File: src/rtl/raytracing_row_writer_if.sv
// Framebuffer write port shared by the row writer and the framebuffer.
//   wr_valid : beat presented (master -> slave)
//   wr_ready : beat accepted  (slave -> master)
//   wr_addr  : linear framebuffer address, ADDR_B bits
//   wr_data  : 12-bit {R,G,B} pixel color
interface raytracing_row_writer_if #(
  parameter int unsigned ADDR_B = 17
);
  logic              wr_valid;
  logic              wr_ready;
  logic [ADDR_B-1:0] wr_addr;
  logic [11:0]       wr_data;

  modport master (
    output wr_valid,
    output wr_addr,
    output wr_data,
    input  wr_ready
  );

  modport slave (
    input  wr_valid,
    input  wr_addr,
    input  wr_data,
    output wr_ready
  );
endinterface

File: src/rtl/raytracing_row_writer.sv
// Captures the per-worker color buffers once a batch is finished and drains
// them as an ordered pixel stream (increasing x) into the framebuffer port,
// undoing the worker interleave: x = pixel_start_x + j*N_WORKERS + w.
// Ports:
//   clk, rst        : clock, synchronous active-high reset
//   worker_buffers  : colors, worker w job j at bit (w*JOBS_SUBDIVISION+j)*12
//   pixel_start_x   : x of worker 0 job 0;  pixel_y : row of the batch
//   capture_valid/capture_ready : batch capture handshake (ready only in idle)
//   wr              : framebuffer write port (master side)
//   row_done        : one-cycle pulse after the last beat of a batch
//   overflow        : sticky, capture requested while not ready
module raytracing_row_writer #(
  parameter int unsigned N_WORKERS        = 4,
  parameter int unsigned JOBS_SUBDIVISION = 16,
  parameter int unsigned FB_WIDTH         = 320,
  parameter int unsigned FB_HEIGHT        = 240,
  parameter int unsigned ADDR_B           = 17
) (
  input  logic                                      clk,
  input  logic                                      rst,
  input  logic [N_WORKERS*JOBS_SUBDIVISION*12-1:0]  worker_buffers,
  input  logic [11:0]                               pixel_start_x,
  input  logic [11:0]                               pixel_y,
  input  logic                                      capture_valid,
  output logic                                      capture_ready,
  raytracing_row_writer_if.master                   wr,
  output logic                                      row_done,
  output logic                                      overflow
);

  localparam int unsigned NPix = N_WORKERS * JOBS_SUBDIVISION;
  localparam int unsigned WW   = (N_WORKERS > 1) ? $clog2(N_WORKERS) : 1;
  localparam int unsigned JW   = (JOBS_SUBDIVISION > 1) ? $clog2(JOBS_SUBDIVISION) : 1;
  localparam int unsigned IW   = (NPix > 1) ? $clog2(NPix) : 1;
  // One extra bit so pixel_start_x + NPix never wraps before the clip compare.
  localparam int unsigned XW   = 13;

  if ((64'(1) << ADDR_B) < 64'(FB_WIDTH) * 64'(FB_HEIGHT)) begin : gen_addr_check
    $error("ADDR_B too small for FB_WIDTH*FB_HEIGHT");
  end

  typedef enum logic [1:0] {StIdle, StDrain, StDone} state_e;

  state_e            state_q;
  logic [11:0]       color_q [NPix];
  logic [XW-1:0]     x_q;
  logic [WW-1:0]     w_q;
  logic [JW-1:0]     j_q;
  logic [ADDR_B-1:0] addr_q;
  logic [11:0]       data_q;
  logic              valid_q;
  logic              ready_q;
  logic              done_q;
  logic              ovf_q;

  logic              last_beat;
  logic [WW-1:0]     w_nx;
  logic [JW-1:0]     j_nx;
  logic [IW-1:0]     idx_nx;
  logic [XW-1:0]     x_nx;
  logic [ADDR_B-1:0] base_addr;
  logic              start_in_row;

  always_comb begin
    last_beat = (w_q == WW'(N_WORKERS - 1)) && (j_q == JW'(JOBS_SUBDIVISION - 1));
    w_nx      = w_q + WW'(1);
    j_nx      = j_q;
    if (w_q == WW'(N_WORKERS - 1)) begin
      w_nx = '0;
      j_nx = j_q + JW'(1);
    end
    // Only meaningful when last_beat is low; the last beat never reads it.
    idx_nx       = IW'(32'(w_nx) * JOBS_SUBDIVISION + 32'(j_nx));
    x_nx         = x_q + XW'(1);
    base_addr    = ADDR_B'(pixel_y) * ADDR_B'(FB_WIDTH) + ADDR_B'(pixel_start_x);
    start_in_row = {1'b0, pixel_start_x} < XW'(FB_WIDTH);
  end

  always_ff @(posedge clk) begin
    if (rst) begin
      state_q <= StIdle;
      x_q     <= '0;
      w_q     <= '0;
      j_q     <= '0;
      addr_q  <= '0;
      data_q  <= '0;
      valid_q <= 1'b0;
      ready_q <= 1'b1;
      done_q  <= 1'b0;
      ovf_q   <= 1'b0;
    end else begin
      if (capture_valid && !ready_q) begin
        ovf_q <= 1'b1;
      end
      unique case (state_q)
        StIdle: begin
          if (capture_valid) begin
            for (int unsigned i = 0; i < NPix; i++) begin
              color_q[i] <= worker_buffers[i*12 +: 12];
            end
            x_q     <= {1'b0, pixel_start_x};
            w_q     <= '0;
            j_q     <= '0;
            addr_q  <= base_addr;
            data_q  <= worker_buffers[11:0];
            valid_q <= start_in_row;
            ready_q <= 1'b0;
            state_q <= StDrain;
          end
        end
        StDrain: begin
          if (!valid_q) begin
            // Start was already past the row end: nothing to write.
            done_q  <= 1'b1;
            state_q <= StDone;
          end else if (wr.wr_ready) begin
            x_q    <= x_nx;
            w_q    <= w_nx;
            j_q    <= j_nx;
            addr_q <= addr_q + ADDR_B'(1);
            if (last_beat || (x_nx >= XW'(FB_WIDTH))) begin
              // Final beat, or the rest of the batch falls off the row.
              valid_q <= 1'b0;
              done_q  <= 1'b1;
              state_q <= StDone;
            end else begin
              data_q <= color_q[idx_nx];
            end
          end
        end
        StDone: begin
          done_q  <= 1'b0;
          ready_q <= 1'b1;
          state_q <= StIdle;
        end
        default: begin
          state_q <= StIdle;
          valid_q <= 1'b0;
          done_q  <= 1'b0;
          ready_q <= 1'b1;
        end
      endcase
    end
  end

  assign capture_ready = ready_q;
  assign wr.wr_valid   = valid_q;
  assign wr.wr_addr    = addr_q;
  assign wr.wr_data    = data_q;
  assign row_done      = done_q;
  assign overflow      = ovf_q;

endmodule

File: src/flat_wrapper.sv
// flat-port wrapper written by rule: the top's interface ports become plain ports
module raytracing_row_writer_flat 
#(
  parameter int unsigned N_WORKERS        = 4,
  parameter int unsigned JOBS_SUBDIVISION = 16,
  parameter int unsigned FB_WIDTH         = 320,
  parameter int unsigned FB_HEIGHT        = 240,
  parameter int unsigned ADDR_B           = 17
)
  (clk, rst, worker_buffers, pixel_start_x, pixel_y, capture_valid, capture_ready, row_done, overflow, wr_wr_valid, wr_wr_addr, wr_wr_data, wr_wr_ready);
  raytracing_row_writer_if #(.ADDR_B(ADDR_B)) wr_i ();
  input  logic clk;
  input  logic rst;
  input  logic [N_WORKERS*JOBS_SUBDIVISION*12-1:0] worker_buffers;
  input  logic [11:0] pixel_start_x;
  input  logic [11:0] pixel_y;
  input  logic capture_valid;
  output logic capture_ready;
  output logic row_done;
  output logic overflow;
  output wire logic [$bits(wr_i.wr_valid)-1:0] wr_wr_valid;
  output wire logic [$bits(wr_i.wr_addr)-1:0] wr_wr_addr;
  output wire logic [$bits(wr_i.wr_data)-1:0] wr_wr_data;
  input wire logic [$bits(wr_i.wr_ready)-1:0] wr_wr_ready;
  assign wr_wr_valid = wr_i.wr_valid;
  assign wr_wr_addr = wr_i.wr_addr;
  assign wr_wr_data = wr_i.wr_data;
  assign wr_i.wr_ready = wr_wr_ready;
  raytracing_row_writer #(.N_WORKERS(N_WORKERS), .JOBS_SUBDIVISION(JOBS_SUBDIVISION), .FB_WIDTH(FB_WIDTH), .FB_HEIGHT(FB_HEIGHT), .ADDR_B(ADDR_B)) u_core (.clk(clk), .rst(rst), .worker_buffers(worker_buffers), .pixel_start_x(pixel_start_x), .pixel_y(pixel_y), .capture_valid(capture_valid), .capture_ready(capture_ready), .wr(wr_i), .row_done(row_done), .overflow(overflow));
endmodule
File: config.mk
export PLATFORM = sky130hd
export DESIGN_NAME = raytracing_row_writer_flat
export DESIGN_NICKNAME = d
export VERILOG_FILES = /design/src/rtl/raytracing_row_writer_if.sv /design/src/rtl/raytracing_row_writer.sv /design/src/flat_wrapper.sv
export SDC_FILE = /design/constraint.sdc
export NUM_CORES = 1
export LEC_CHECK = 0
export ABC_AREA = 1
export CORE_AREA = 2 2 325 327
export CTS_BUF_LIST = sky130_fd_sc_hd__clkbuf_4 sky130_fd_sc_hd__clkbuf_8
export DETAILED_ROUTE_END_ITERATION = 12
export DIE_AREA = 0 0 327 329
export HOLD_SLACK_MARGIN = 0.1
export SYNTH_ARGS = -nofsm -noshare
export SYNTH_HDL_FRONTEND = slang
export SYNTH_SLANG_ARGS = --single-unit
export TNS_END_PERCENT = 10
File: constraint.sdc
create_clock -name clk -period 149.1 [get_ports clk]
set_input_delay 29.82 -clock clk [delete_from_list [all_inputs] [get_ports clk]]
set_output_delay 29.82 -clock clk [all_outputs]
set_load 0.005 [all_outputs]
## Yosys cells after proc, flatten, opt, wreduce, memory -nomap -nowiden

Memory sizes are Yosys's and may differ from the RTL's.
Index checks and enable logic that the tools add are counted.

- Output and inout port bits: 33
- Flip-flop bits (word level): 54
- Memories: 1
- RAM bits: 768

Memory list:

| memory | depth | bits a word | rd ports | clocked after Yosys merged registers in | write ports | line | RTL |
|---|---|---|---|---|---|---|---|
| u_core.color_q | 64 | 12 | 1 | 0 | 64 | raytracing_row_writer.sv:45 | `logic [11:0] color_q [NPix];` |

- Multiplexer cells: 43
- Magnitude comparators: 2
- Add/sub/neg operators: 6
- Multiply operators: 1
- Reductions and logical operators: 12
- Eq/ne operators: 10
- Bitwise operators: 3

Operators by type and width:

| operator | number |
|---|---|
| $mux 17 | 3 |
| $mux 12 | 4 |
| $mux 13 | 3 |
| $pmux 17 s2 | 1 |
| $pmux 13 s2 | 1 |
| $pmux 12 s2 | 1 |
| $add 17x1->17 const B | 1 |
| $add 17x12->17 | 1 |
| $mux 2 | 8 |
| $mux 4 | 4 |
| $add 13x1->13 const B | 1 |
| $ge 13x9->1 const B | 1 |
| $lt 12x9->1 const B | 1 |
| $mul 12x3->11 const B | 1 |
| $mux 1 | 12 |
| $pmux 2 s2 | 2 |
| $pmux 4 s2 | 1 |
| $add 6x4->6 | 1 |
| $ne 2x2->1 const B | 3 |
| $ne 3x3->1 const B | 2 |
| $reduce_and 3->1 | 2 |
| $reduce_and 5->1 | 1 |
| $add 4x1->4 const B | 1 |
| $eq 2x2->1 const B | 2 |
| other kinds (14) | 19 |

## Logic depth before layout (Yosys ltp)

Gate-level depths: netlist (run 1).
An unclocked memory read counts as a cell.

- Depth in word-level cells: 8
- Depth in mapped cells: 17

## Least setup slack after synthesis (run 1)

OpenSTA, ideal clock, no wires.

- Kind: input port to flip-flop
- From: in rst
- To: mem u_core.color_q[0][0] (enable)
- Arrival: 101.977 ns
- Slack: 43.341 ns
- Data required time: 145.318 ns
- Buffers on the path: 1
- Setup time: 3.782 ns
- Stages on the path: 2
- Cells stage by stage: clkbuf_1 > nor4_1

RTL lines:

| what | line | RTL |
|---|---|---|
| from (decl) | flat_wrapper.sv:13 | `input logic rst;` |
| to (decl) | raytracing_row_writer.sv:45 |  |

==> results of run 1 <==
logic make-up (layout without fill, tap and decap cells):
logic type / count (synthesis) / after routing / synth area share [%]
and+or+nand+nor: 1799 / 1799 / 22.5
adders and majority gates: 27 / 27 / 0.960
xor gates and xnor gates: 18 / 18 / 0.449
other: 0 / 48 / 0
buffers and inverters: 771 / 1696 / 8.30
AOI/OAI and AO/OA: 138 / 138 / 2.15
DFF: 822 / 822 / 65.7
per-layer routing:
metal  up-vias  GRT usage [%]  wire, µm
li1      13689              -         -
met1     13817           29.2     51500
met2      1248           41.3     67700
met3       276           6.45     11000
met4        32           11.9      5620
met5         -              0       208
tightest hold or removal path, cell delays in order, from the launching register on:
cell and delay, ns:
dfxtp_1 0.31, nand2_1 0.06, a21oi_1 0.05
layout by cell type, fill, tap and decap left out, types with 48 or more instances in the layout:
master,n
inv_1,562
diode_2,48
dfxtp_1,54
nand3_1,792
nor2_1,58
clkbuf_8,153
clkdlybuf4s50_1,827
nand2_1,803
nand3b_1,119
edfxtp_1,768
clkbuf_4,48
a21oi_1,55
synth_stat cells (all sizes together):
cell type	count	area, µm²
a211oi	5	37.5
a21o	2	15.0
a21oi	55	275
a221o	1	10.0
a221oi	5	43.8
a31oi	5	31.3
buf	127	632
clkbuf	75	282
clkinv	1	3.75
dfxtp	54	1080
edfxtp	768	23100
fa	2	40.0
ha	25	313
inv	568	2130
nand2	808	3040
nand3	792	3960
nand3b	119	893
nand4	8	50.1
nor2	61	231
nor3	6	41.3
nor4	2	12.5
o211ai	14	105
o21ai	42	210
o21bai	3	22.5
o221ai	1	8.76
o22ai	5	31.3
or2	3	18.8
xnor2	8	70.1
xor2	10	95.1
flip-flops by register name, summed over array words and instances (netlist names):
register and flops:
u_core.color_q 768, u_core.wr.wr_addr 17, u_core.x_q 13, u_core.wr.wr_data 12
u_core.j_q 4, u_core.state_q 2, u_core.w_q 2, u_core.capture_ready 1
u_core.overflow 1, u_core.row_done 1, u_core.wr.wr_valid 1
power groups by stage:
| stage | combinational (mW) | clock [mW] | sequential (mW) |
|---|---|---|---|
| finish | 0.0489 | 0.209 | 0.270 |
| global route | 0.0536 | 0.224 | 0.271 |
| CTS | 0.0493 | 0.214 | 0.270 |
| detailed placement | 0.0491 | 0 | 0.274 |
| global placement | 0.0485 | 0 | 0.274 |
| floorplan | 0.0183 | 0 | 0.300 |
cell type report:
type | instances | area (µm²)
fill | 9854 | 55100
sequential | 822 | 24100
multi-input combinational | 1982 | 9690
timing repair buffer | 863 | 8590
clock buffer | 201 | 2470
inverter | 569 | 2140
tap | 1391 | 1740
clock inverter | 63 | 395
antenna | 48 | 120
worst max-delay path by stage:
stage,cells after the start,from,slack (ns),end
3_5_place_dp,8,rst,113.53,u_core.color_q[24][0]
5_1_grt,8,rst,114.02,u_core.color_q[10][11]
2_1_floorplan,2,rst,43.34,u_core.color_q[0][0]
4_1_cts,8,rst,114.43,u_core.color_q[24][4]
3_3_place_gp,8,rst,113.59,u_core.color_q[56][0]
6_report,8,rst,114.39,u_core.color_q[56][1]
==> impl_metrics.tcl, run 1 <==
set metrics [dict create \
    status "completed" \
    crit_buf_inv 7 \
    reg2reg_from "u_core.w_q[0]" \
    cts_resized 0 \
    crit_required_ns 149.52 \
    criticalPathCategory "in -> reg" \
    port_buffers 827 \
    insertion_delay_ns 0.83 \
    crit_family "buffers and inverters" \
    pwr-share-comb_pct 9.3 \
    root_buffer "clkbuf_8" \
    hold_depth 2 \
    finalWorstPathRequiredPeriod_ns 34.71 \
    critPathSlowestCell "buf_4" \
    syn_area_um2 36800 \
    path_cells "clkdlybuf4s50_1 > buf_4 > nor4_2 > buf_4 > buf_4 > buf_4 > buf_4 > buf_4" \
    finalNonFillerCells 5939 \
    ir_drop_mv 0.00723 \
    ant_nets 0 \
    layout-drive-gt1-share_pct 6.40 \
    min_to "u_core.wr.wr_data[7]" \
    pwr-share-clk_pct 39.6 \
    finalPower_uw 528 \
    grt_max_degree 139 \
    avgRoutedWirePerCell_um 22.9 \
    p_switching_uw 123 \
    die_area_um2 108000 \
    core_um2 104000 \
    slowest_delay_ns 0.98 \
    dpl_worst_slack_ns 113.53 \
    drc 0 \
    io_pins 829 \
    switching_share_pct 23.4 \
    ys_seq_area_share_pct 65.7 \
    routed_wl_um 136000 \
    period_share_pct 23.3 \
    utilization_pct 47.2 \
    grt_pass1_vias 27907 \
    post_cts_buffers 0 \
    hold_viol_final 0 \
    slew-limit-headroom_pct 23.0 \
    hold_buffers 0 \
    synth_warnings 0 \
    clock-sinks 822 \
    drtIter0Drc 2558 \
    seq_power_share_pct 51.1 \
    avgSynthCellArea_um2 10.3 \
    crit_fanout 85 \
    placed_cell_area_um2 46300 \
    rsz0062_at_grt "false" \
    cts_tree "built" \
    cp-end-kind "register" \
    grt_overflow 0 \
    antenna_found_initial 69 \
    area_growth_pct 34.1 \
    placedCellCount 5627 \
    nNetsFinal 5209 \
    clock_skew_ns 0.0458 \
    tightestPinTransition_ns 1.16 \
    numCtsBuffers 148 \
    worstHoldStart "u_core.wr.wr_data[7]" \
    synth_cells 3575 \
    rr_endpoint "u_core.wr.wr_data[5]" \
    grt_pass1_wl_um 190000 \
    timing.hold.ws_ns 0.465 \
    rows 119 \
    syn-num-nets 4398 \
    finalSetupTns_ns 0 \
    drv_cap 0 \
    synth_cell_types 37 \
    finalSetupViolCount 0 \
    via_per_inst 4.89 \
    power.density_nw_per_um2 10.7 \
    clk_transition_reported_paths_ns 0.06 \
    drv_slew 0 \
    ff2ff_setup_slack_ns 143.20 \
    die_h_um 329 \
    grt_usage_pct 24.5 \
    fin_area_um2 49300 \
    yosys_register_bits 822 \
    internal_power_uw 404 \
    max_freq_ghz 0.0288 \
    worst-r2r-cell-count 16 \
    initial_core_util_pct 35.2 \
    hpwl_um 94800 \
    drt_pass1_iterations 7 \
    startpoint_type "primary input" \
    timing.critical_path.mode_cell "buf_4" \
    h-tree-depth 4 \
    layout_setup_ws_ns 114.39 \
    hold_path.class "reg -> reg" \
    cp.arrival_ns 35.13 \
    clockBufferDepth 3 \
    vias 29062 \
    place.gp.congestion 0.874 \
    dieWidth_um 327 \
    power.leakage_nw 19.8 \
]
Power figures use the tool's default switching activity.
==> inputs of run 2 (changes only) <==
- clock period: 149.1 -> 28.7 ns (I/O delays scaled with it)
==> run 2 against run 1 <==
Against the previous run: clock power rose to 5.2 times the previous value; global-route usage rose by 0.18 points; critical path depth fell by 1; sequential share of layout area barely moved; critical endpoint is now u_core.color_q[20][10]; wire length rose by 0.37%; core utilization barely moved; clock skew barely moved.
==> impl_metrics.tcl, run 2 (synthesis gave the netlist of run 1 again) <==
set metrics [dict create \
    status "completed" \
    die_area_um2 108000 \
    avgRoutedWirePerCell_um 23.0 \
    drt_pass1_iterations 5 \
    dieWidth_um 327 \
    placed_cell_area_um2 46300 \
    largest_reg_flops 768 \
    place.gp.congestion 0.859 \
    rsz0062_at_grt "false" \
    port_buffers 827 \
    fin_area_um2 49300 \
    grt_max_degree 181 \
    vias 29024 \
    core_um2 104000 \
    drv_slew 0 \
    timing.hold.ws_ns 0.465 \
    utilization_pct 47.2 \
    path_cells "clkdlybuf4s50_1 > buf_4 > nor4_4 > buf_12 > buf_4 > buf_4 > buf_4" \
    final_common_cell "clkdlybuf4s50_1" \
    grt_pass1_vias 28152 \
    finalNonFillerCells 5931 \
    routed_wl_um 137000 \
    max_freq_ghz 0.101 \
    power.density_nw_per_um2 55.7 \
    layout_setup_ws_ns 18.81 \
    h-tree-depth 4 \
    clock_skew_ns 0.0460 \
    finalSetupTns_ns 0 \
    hold_path.class "reg -> reg" \
    cp.arrival_ns 10.36 \
    insertion_delay_ns 0.87 \
    hold_viol_final 0 \
    clockBufferDepth 3 \
    cp-end-kind "register" \
    ir_drop_mv 0.0379 \
    slew-limit-headroom_pct 21.7 \
    tightestPinTransition_ns 1.17 \
    drtIter0Drc 2574 \
    finalWorstPathRequiredPeriod_ns 9.89 \
    placedCellCount 5626 \
    period_share_pct 34.4 \
    hold_buffers 0 \
    root_buffer "clkbuf_8" \
    crit_required_ns 29.17 \
    grt_pass1_wl_um 191000 \
    power.leakage_nw 19.8 \
    grt_usage_pct 24.7 \
    mostFrequentLayoutCells "clkdlybuf4s50_1 (827), nand2_1 (803), nand3_1 (792)" \
    layout-drive-gt1-share_pct 6.29 \
    post_cts_buffers 0 \
    finalPower_mw 2.75 \
    drv_cap 0 \
    drc 0 \
    nNetsFinal 5208 \
    area_growth_pct 34.1 \
    cts_tree "built" \
    startpoint_type "primary input" \
    initial_core_util_pct 35.2 \
    numCtsBuffers 148 \
    slowest_delay_ns 0.89 \
    crit_fanout 172 \
    rows 119 \
    clk_transition_reported_paths_ns 0.06 \
    hpwl_um 94100 \
    criticalPathCategory "in -> reg" \
    critPathSlowestCell "buf_4" \
    regMostFlops "u_core.color_q" \
    cts_resized 0 \
    timing.critical_path.mode_cell "buf_4" \
    grt_overflow 0 \
    ant_nets 0 \
    via_per_inst 4.89 \
    dpl_worst_slack_ns 18.06 \
    antenna_found_initial 64 \
    io_pins 829 \
    die_h_um 329 \
    finalSetupViolCount 0 \
    clock-sinks 822 \
]
==> run 2: changes by cell type in the layout (fill, tap and decap cells not counted), sizes merged <==
cell	before	now
diode	48	43
inv	576	579
buf	36	35
clkbuf	201	199
bufinv	2	1
clkinvlp	4	2
==> run 2: cell type report <==
| type | instances | area [µm²] |
|---|---|---|
| sequential | 822 | 24100 |
| tap | 1391 | 1740 |
| timing repair buffer | 862 | 8620 |
| clock inverter | 63 | 398 |
| clock buffer | 199 | 2440 |
| fill | 9746 | 55100 |
| multi-input combinational | 1982 | 9690 |
| antenna | 43 | 108 |
| inverter | 569 | 2150 |
==> run 2: metal layers <==
layer  track usage [%]  wire length (µm)
met1              29.8             52800
met3              6.89             11300
met4              9.80              4400
met5                 0               227
met2              41.9             67900
==> run 2: report_power, final <==
| group | internal, mW | switching (mW) |
|---|---|---|
| Clock | 0.567 | 0.521 |
| Combinational | 0.141 | 0.114 |
| Sequential | 1.38 | 0.0201 |
==> run 2: final timing paths <==
kind                        start                      to  slack (ns)  cells past startpoint
min          u_core.wr.wr_data[6]    u_core.wr.wr_data[6]        0.46                      2
min reg2reg  u_core.wr.wr_data[6]    u_core.wr.wr_data[6]        0.46                      2
max                           rst  u_core.color_q[20][10]       18.81                      7
max reg2reg         u_core.w_q[0]    u_core.wr.wr_data[6]       23.64                     14
==> run 2: critical path, delay by kind of cell <==
kind,cells,cell delay [ns]
AND/OR/NAND/NOR,1,0.24
buffers and inverters,6,3.89
